File: config.mk
export PLATFORM = sky130hd
export DESIGN_NAME = shift_sequencer
export DESIGN_NICKNAME = d
export VERILOG_FILES = /design/src/rtl/shift_sequencer_pkg.sv /design/src/rtl/shift_sequencer_shift_step.sv /design/src/rtl/shift_sequencer.sv
export SDC_FILE = /design/constraint.sdc
export NUM_CORES = 1
export LEC_CHECK = 0
export CAP_MARGIN = 0
export CORE_ASPECT_RATIO = 1.25
export CORE_MARGIN = 5
export CORE_UTILIZATION = 25
export CTS_BUF_LIST = sky130_fd_sc_hd__clkbuf_2
export CTS_CLUSTER_SIZE = 16
export DETAILED_ROUTE_END_ITERATION = 7
export PLACE_DENSITY = 0.42
export SLEW_MARGIN = 20
export SYNTH_ARGS = -nofsm -noshare
export SYNTH_HDL_FRONTEND = slang
export SYNTH_SLANG_ARGS = --single-unit
File: constraint.sdc
create_clock -name clk -period 2.2 [get_ports clk]
set_input_delay 0.44 -clock clk [delete_from_list [all_inputs] [get_ports clk]]
set_output_delay 0.44 -clock clk [all_outputs]
set_load 0.01 [all_outputs]
File: src/rtl/shift_sequencer_pkg.sv
// Shared encodings for the shift sequencer: operation codes and FSM states.
package shift_sequencer_pkg;

    typedef enum logic [1:0] {
        OP_SHL = 2'b00,
        OP_SHR = 2'b01,
        OP_ROL = 2'b10,
        OP_ROR = 2'b11
    } op_e;

    typedef enum logic [1:0] {
        ST_IDLE = 2'b00,
        ST_RUN  = 2'b01,
        ST_DONE = 2'b10
    } state_e;

endpackage

File: src/rtl/shift_sequencer_shift_step.sv
// One single-bit shift/rotate step; bit_out is the bit leaving the word.
import shift_sequencer_pkg::*;

module shift_step #(
    parameter int WIDTH = 8
) (
    input  logic [WIDTH-1:0] work,
    input  op_e              op,
    output logic [WIDTH-1:0] next_work,
    output logic             bit_out
);

    // Step selection by operation
    always_comb begin
        next_work = work;
        bit_out   = 1'b0;
        case (op)
            OP_SHL: begin
                next_work = {work[WIDTH-2:0], 1'b0};
                bit_out   = work[WIDTH-1];
            end
            OP_SHR: begin
                next_work = {1'b0, work[WIDTH-1:1]};
                bit_out   = work[0];
            end
            OP_ROL: begin
                next_work = {work[WIDTH-2:0], work[WIDTH-1]};
                bit_out   = work[WIDTH-1];
            end
            OP_ROR: begin
                next_work = {work[0], work[WIDTH-1:1]};
                bit_out   = work[0];
            end
            default: begin
                next_work = work;
                bit_out   = 1'b0;
            end
        endcase
    end

endmodule

File: src/rtl/shift_sequencer.sv
// Multi-cycle shift/rotate sequencer: one bit per cycle, result held until consumed.
import shift_sequencer_pkg::*;

module shift_sequencer #(
    parameter int WIDTH     = 8,
    parameter int CNT_WIDTH = 8
) (
    input  logic                 clk,
    input  logic                 rst,
    input  logic                 req_valid,
    output logic                 req_ready,
    input  logic [WIDTH-1:0]     a,
    input  logic [CNT_WIDTH-1:0] cnt,
    input  logic [1:0]           op,
    output logic                 res_valid,
    input  logic                 res_ready,
    output logic [WIDTH-1:0]     out,
    output logic                 co,
    output logic                 busy
);

    state_e               state_r, state_s;
    logic [WIDTH-1:0]     work_r;
    logic [CNT_WIDTH-1:0] rem_r;
    op_e                  op_r;
    logic                 carry_r;
    logic                 res_valid_r;
    logic [WIDTH-1:0]     out_r;
    logic                 co_r;
    logic [WIDTH-1:0]     next_work_s;
    logic                 bit_out_s;
    logic                 accept_s, step_s, finish_s, release_s;
    logic                 final_co_s;

    shift_step #(.WIDTH(WIDTH)) u_step (
        .work      (work_r),
        .op        (op_r),
        .next_work (next_work_s),
        .bit_out   (bit_out_s)
    );

    // Next-state and datapath control decode
    always_comb begin
        state_s   = state_r;
        accept_s  = 1'b0;
        step_s    = 1'b0;
        finish_s  = 1'b0;
        release_s = 1'b0;
        case (state_r)
            ST_IDLE: begin
                if (req_valid) begin
                    accept_s = 1'b1;
                    state_s  = ST_RUN;
                end else begin
                    state_s  = ST_IDLE;
                end
            end
            ST_RUN: begin
                if (rem_r != {CNT_WIDTH{1'b0}}) begin
                    step_s   = 1'b1;
                    state_s  = ST_RUN;
                end else begin
                    finish_s = 1'b1;
                    state_s  = ST_DONE;
                end
            end
            ST_DONE: begin
                // Leave only once the result has actually been presented
                if (res_valid_r && res_ready) begin
                    release_s = 1'b1;
                    state_s   = ST_IDLE;
                end else begin
                    state_s   = ST_DONE;
                end
            end
            default: state_s = ST_IDLE;
        endcase
    end

    // Rotates report the bit that wrapped last, which also covers a zero count
    always_comb begin
        final_co_s = carry_r;
        case (op_r)
            OP_ROL:  final_co_s = work_r[0];
            OP_ROR:  final_co_s = work_r[WIDTH-1];
            default: final_co_s = carry_r;
        endcase
    end

    // State, working registers and registered result
    always_ff @(posedge clk) begin
        if (rst) begin
            state_r     <= ST_IDLE;
            work_r      <= {WIDTH{1'b0}};
            rem_r       <= {CNT_WIDTH{1'b0}};
            op_r        <= OP_SHL;
            carry_r     <= 1'b0;
            res_valid_r <= 1'b0;
            out_r       <= {WIDTH{1'b0}};
            co_r        <= 1'b0;
        end else begin
            state_r     <= state_s;
            res_valid_r <= (state_r == ST_DONE) && !release_s;
            if (accept_s) begin
                work_r  <= a;
                rem_r   <= cnt;
                op_r    <= op_e'(op);
                carry_r <= 1'b0;
            end else if (step_s) begin
                work_r  <= next_work_s;
                rem_r   <= rem_r - CNT_WIDTH'(1);
                carry_r <= bit_out_s;
            end else if (finish_s) begin
                out_r   <= work_r;
                co_r    <= final_co_s;
            end else begin
                work_r  <= work_r;
            end
        end
    end

    assign req_ready = (state_r == ST_IDLE);
    assign busy      = (state_r != ST_IDLE);
    assign res_valid = res_valid_r;
    assign out       = out_r;
    assign co        = co_r;

endmodule

; ---- Yosys cells after proc, flatten, opt, wreduce, memory -nomap -nowiden
; Index checks and enable logic that the tools add are counted.
; W data, S select, Z words.
[classes]
n_addsub = 1
n_reduce_logical = 12
n_bitwise = 2
n_eq_ne = 5
mux = 19
[ops]
columns = cell, n
row1 = $mux W8, 4
row2 = $pmux W8 S4, 1
row3 = $mux W1, 9
row4 = $reduce_bool A8 Y1, 1
row5 = $sub A8 B1 Y8 const B, 1
row6 = $eq A2 B2 Y1 const B, 3
row7 = $pmux W2 S3, 1
row8 = $reduce_or A2 Y1, 3
row9 = $eq A2 B1 Y1 const B, 2
row10 = $logic_not A2 Y1, 2
row11 = $mux W2, 2
row12 = $pmux W1 S2, 2
row13 = $reduce_bool A2 Y1, 2
row14 = $reduce_and A3 Y1, 1
row15 = $logic_and A1 B1 Y1, 2
row16 = $not A1 Y1, 2
row17 = $logic_not A1 Y1, 1
[totals]
out_inout_bits = 12
elab_cells = 47
ff_bits = 31

; ---- Depth between registers and ports, before layout
[logic_depth]
word_depth = 5
depth_mapped = 7
depth_no_buf = 6

; ---- Cells and area by module
; A second synthesis with hierarchy kept.
[unflattened]
hier_cells = 177
hier_area_um2 = 1580.3
[by_module_without_submodules]
columns = mod, cells_each, instances, area_per_inst_um2
row1 = shift_sequencer, 163, 1, 1441.4
row2 = shift_step, 14, 1, 138.9

; ---- Worst setup path after synthesis
; OpenSTA, ideal clock, no wires.
[synth_path]
path_kind = register to register
start = register rem_r[0]
end = register rem_r[6]
path_buffers = 1
required_time_ns = 2.068
path_slack_ns = 0.633
synth_period_minus_slack_ns = 1.567
arrival_ns = 1.435
stages_incl_launch_ff = 8
cell_sequence = dfxtp_1 inv_1 ha_1 and3b_1 a31o_2 buf_2 o21ai_0 a21oi_1
[synth_between]
elab_chain_cells = 4
[synth_rtl]
columns = element, line_no
row1 = start: declaration, shift_sequencer.sv:24  ; logic [CNT_WIDTH-1:0] rem_r;
row2 = start signal: assignment, shift_sequencer.sv:95  ; rem_r <= {CNT_WIDTH{1'b0}};
row3 = start signal: assignment, shift_sequencer.sv:106  ; rem_r <= cnt;
row4 = start signal: assignment, shift_sequencer.sv:111  ; rem_r <= rem_r - CNT_WIDTH'(1);
row5 = branches (longest 4 deep; another with $sub A8 B1 Y8), n/a
; Parallel ways; which one is timed is not known. The select of a mux whose other input is x is not followed.
; A chain may end at the register's enable or synchronous reset.

; ---- Worst setup path after layout
[layout_path]
start = register state_r[1]
end = output busy
[layout_between]
elab_chain_cells = 1
[layout_rtl]
columns = element, line_no
row1 = start: declaration, shift_sequencer.sv:22  ; state_e state_r, state_s;
row2 = start signal: assignment, shift_sequencer.sv:102  ; state_r <= state_s;
row3 = $reduce_bool A2 Y1, shift_sequencer.sv:123  ; assign busy = (state_r != ST_IDLE);
row4 = end: declaration, shift_sequencer.sv:19  ; output logic busy
; No other way between the ends.

==> results.json <==
{
  "grt_usage_pct": 11.2,
  "clk_pin_slew_ns": 0.16,
  "wirelength_mm": 4.02,
  "fin_setup_tns_ns": 0,
  "die_h_um": 97.8,
  "seq_power_share_pct": 43.6,
  "portBuffers": 33,
  "drtAntennaViolNets": 0,
  "slew_headroom_pct": 60.8,
  "r2r_setup_slack_ns": 0.37,
  "wl_per_cell_um": 13.4,
  "p_leak_nw": 0.777,
  "clock.fmax_ghz": 0.505,
  "slowest_delay_ns": 0.53,
  "area_growth_pct": 32.0,
  "synth_top_area_share_pct": 40.3,
  "die_area_um2": 7840,
  "yosys-top-cells-area": "dfxtp_1 40%, mux2i_1 10%, nand2_1 5.8%",
  "crit_fanout": 6,
  "status": "finished, final reports clean",
  "start_util_pct": 25.3,
  "synth_edf_count": 0,
  "hold_buffers": 0,
  "swShare_pct": 38.3,
  "fin_skew_ns": 0.0162,
  "reg2reg_depth": 7,
  "antenna_found_initial": 0,
  "grt_overflow": 0,
  "pin_count": 34,
  "worst_pin_slew_ns": 0.588,
  "slowest_stage": "clkdlybuf4s50_1",
  "syn_nets": 202,
  "fillers": 656,
  "worstSetupStartpointType": "register",
  "rows": 32,
  "r2r_start": "rem_r[0]",
  "critPathCaptureType": "output pin",
  "routed-via-count": 1377,
  "cts_tree": "yes",
  "core_um2": 6090,
  "cts_resized": 0,
  "crit_chain": "nor2_1 -> inv_1 -> clkdlybuf4s50_1",
  "synthesis.area_um2": 1540,
  "cts-root-buf": "clkbuf_2",
  "diodes": 0,
  "reg2reg_to": "work_r[2]",
  "worstHoldStart": "co",
  "drive_gt1_share_pct": 10.7,
  "cts_buffers": 5,
  "setup.worst_path.end": "busy",
  "maxSlewViolCount": 0,
  "grt_pass1_vias": 1394,
  "avgSynthCellArea_um2": 8.65,
  "min_period_over_period_pct": 90.0,
  "power.internal_mw": 1.08,
  "hold_violations": 0,
  "use_met1_pct": 14.3,
  "setup_violations": 0,
  "postCtsSetupRepairBufs": 0,
  "p_clk_share_pct": 16.3,
  "rsz0062_at_grt": "no",
  "power_mw": 1.75,
  "grt_pass1_wl_mm": 6.84,
  "irDropWorstVdd_mv": 0.299,
  "drv_cap": 0,
  "hold_class": "reg2reg",
  "gp_congestion": 0.718,
  "drt-initial-drc-count": 51,
  "clk_latency_ns": 0.36,
  "grt.busiest_layer": "met2",
  "synth.most_common_cell": "dfxtp_1",
  "synth_seq_area_share_pct": 40.3,
  "fin_crit_ns": 1.98,
  "cp.arrival_ns": 1.54,
  "via_per_inst": 4.59,
  "synth-main-ff-cell": "dfxtp_1",
  "post-route-drc-count": 0,
  "multi_input_area_um2": 848,
  "layout.nets": 238,
  "grt_start_max_net_pins": 29,
  "clk_path_buf_depth": 2,
  "synthArstFlopShare_pct": 0,
  "clock_sinks": 31,
  "fp.dieW_um": 80.2,
  "hpwl_mm": 2.90,
  "ys_ff_latch": 31,
  "globalRouteMet2Util_pct": 17.7,
  "htree_levels": 2,
  "synth_common_cells": "31 x dfxtp_1, 24 x nand2_1, 21 x nor2_1",
  "powerDensity_nw_per_um2": 863,
  "cp-startpoint": "state_r[1]",
  "switchingPower_uw": 672,
  "crit_type": "reg2out",
  "grtUsageMet3_pct": 3.51,
  "synth-warning-count": 0,
  "yosys.area.top_type": "dfxtp_1",
  "register_area_um2": 621,
  "drt_pass1_iterations": 4,
  "synthCells": 178,
  "comb_power_share_pct": 40.1,
  "critPathRequiredTime_ns": 1.76,
  "synth_cell_type_count": 43
}
-- layout make-up --
type | instances | share of cell area (%)
inverters | 6 | 1.11
multi-input cells | 130 | 41.7
well taps | 85 | 5.23
clock buffers | 7 | 1.72
repair buffers | 40 | 19.4
flip-flops and latches | 31 | 30.5
clock inverters | 1 | 0.246
-- logic make-up after synthesis --
logic type	after synthesis	synth area share, %
flops	31	40.3
mux	16	10.4
buf+inv	17	4.63
compound gates	47	21.9
xor+xnor	1	0.569
fa+ha+maj	2	1.62
simple gates	64	20.6
-- stage by stage --
| step | hold WS, ns | setup WS [ns] | std cells | util [%] | cell area [um2] |
|---|---|---|---|---|---|
| global placement | 0.445 | 0.245 | 292 | 32.8 | 1990 |
| global route | 0.487 | 0.0654 | 300 | 33.4 | 2030 |
| detailed placement | 0.448 | 0.214 | 292 | 32.8 | 1990 |
| floorplan | 0.461 | 0.633 | 178 | - | 1540 |
| finish | 0.465 | 0.220 | 300 | 33.4 | 2030 |
| CTS | 0.468 | 0.174 | 300 | 33.4 | 2030 |
-- registers in the layout (all words and copies together), names as in the netlist --
register,flops
out,8
carry_r,1
rem_r,8
co,1
work_r,8
op_r,2
state_r,2
res_valid,1
-- cell usage in the layout (no fill, tap or decap), types with 2 or more instances in the layout --
master	instances
a211oi_1	4
clkdlybuf4s50_1	33
nand2_1	24
dfxtp_1	31
nor3b_1	2
nor2_1	21
a21oi_1	14
o21bai_1	2
buf_4	6
inv_1	6
o211ai_1	9
a32o_1	2
a22o_1	2
nand3_1	2
ha_1	2
o21ai_0	5
mux2i_1	16
clkbuf_2	7
-- power groups by stage --
stage	clock (mW)	combinational, mW	sequential (mW)
finish	0.287	0.703	0.765
global route	0.335	0.785	0.786
CTS	0.306	0.711	0.766
detailed placement	0	0.706	0.780
global placement	0	0.696	0.777
floorplan	0	0.502	0.745
-- worst max-delay path, delay by kind of cell (launching register included) --
kind / cells / cell delay (ns)
AND/OR/NAND/NOR: 1 / 0.11
buffers and inverters: 2 / 0.59
flip-flops: 1 / 0.50
-- how the worst min path moves through the flow --
stage	endpoint	slack, ns	cells after the start
2_1_floorplan	work_r[2]	0.46	2
3_3_place_gp	co	0.45	2
3_5_place_dp	co	0.45	2
4_1_cts	co	0.47	2
5_1_grt	co	0.49	2
6_report	co	0.46	2
-- routing by layer --
| metal | up-vias | routed length [um] |
|---|---|---|
| met1 | 631 | 1880 |
| met3 | 3 | 181 |
| met2 | 36 | 1930 |
| met4 | 0 | 37 |
| li1 | 707 | - |
| met5 | - | 0 |
No activity file was read; power rests on OpenSTA's default activity.
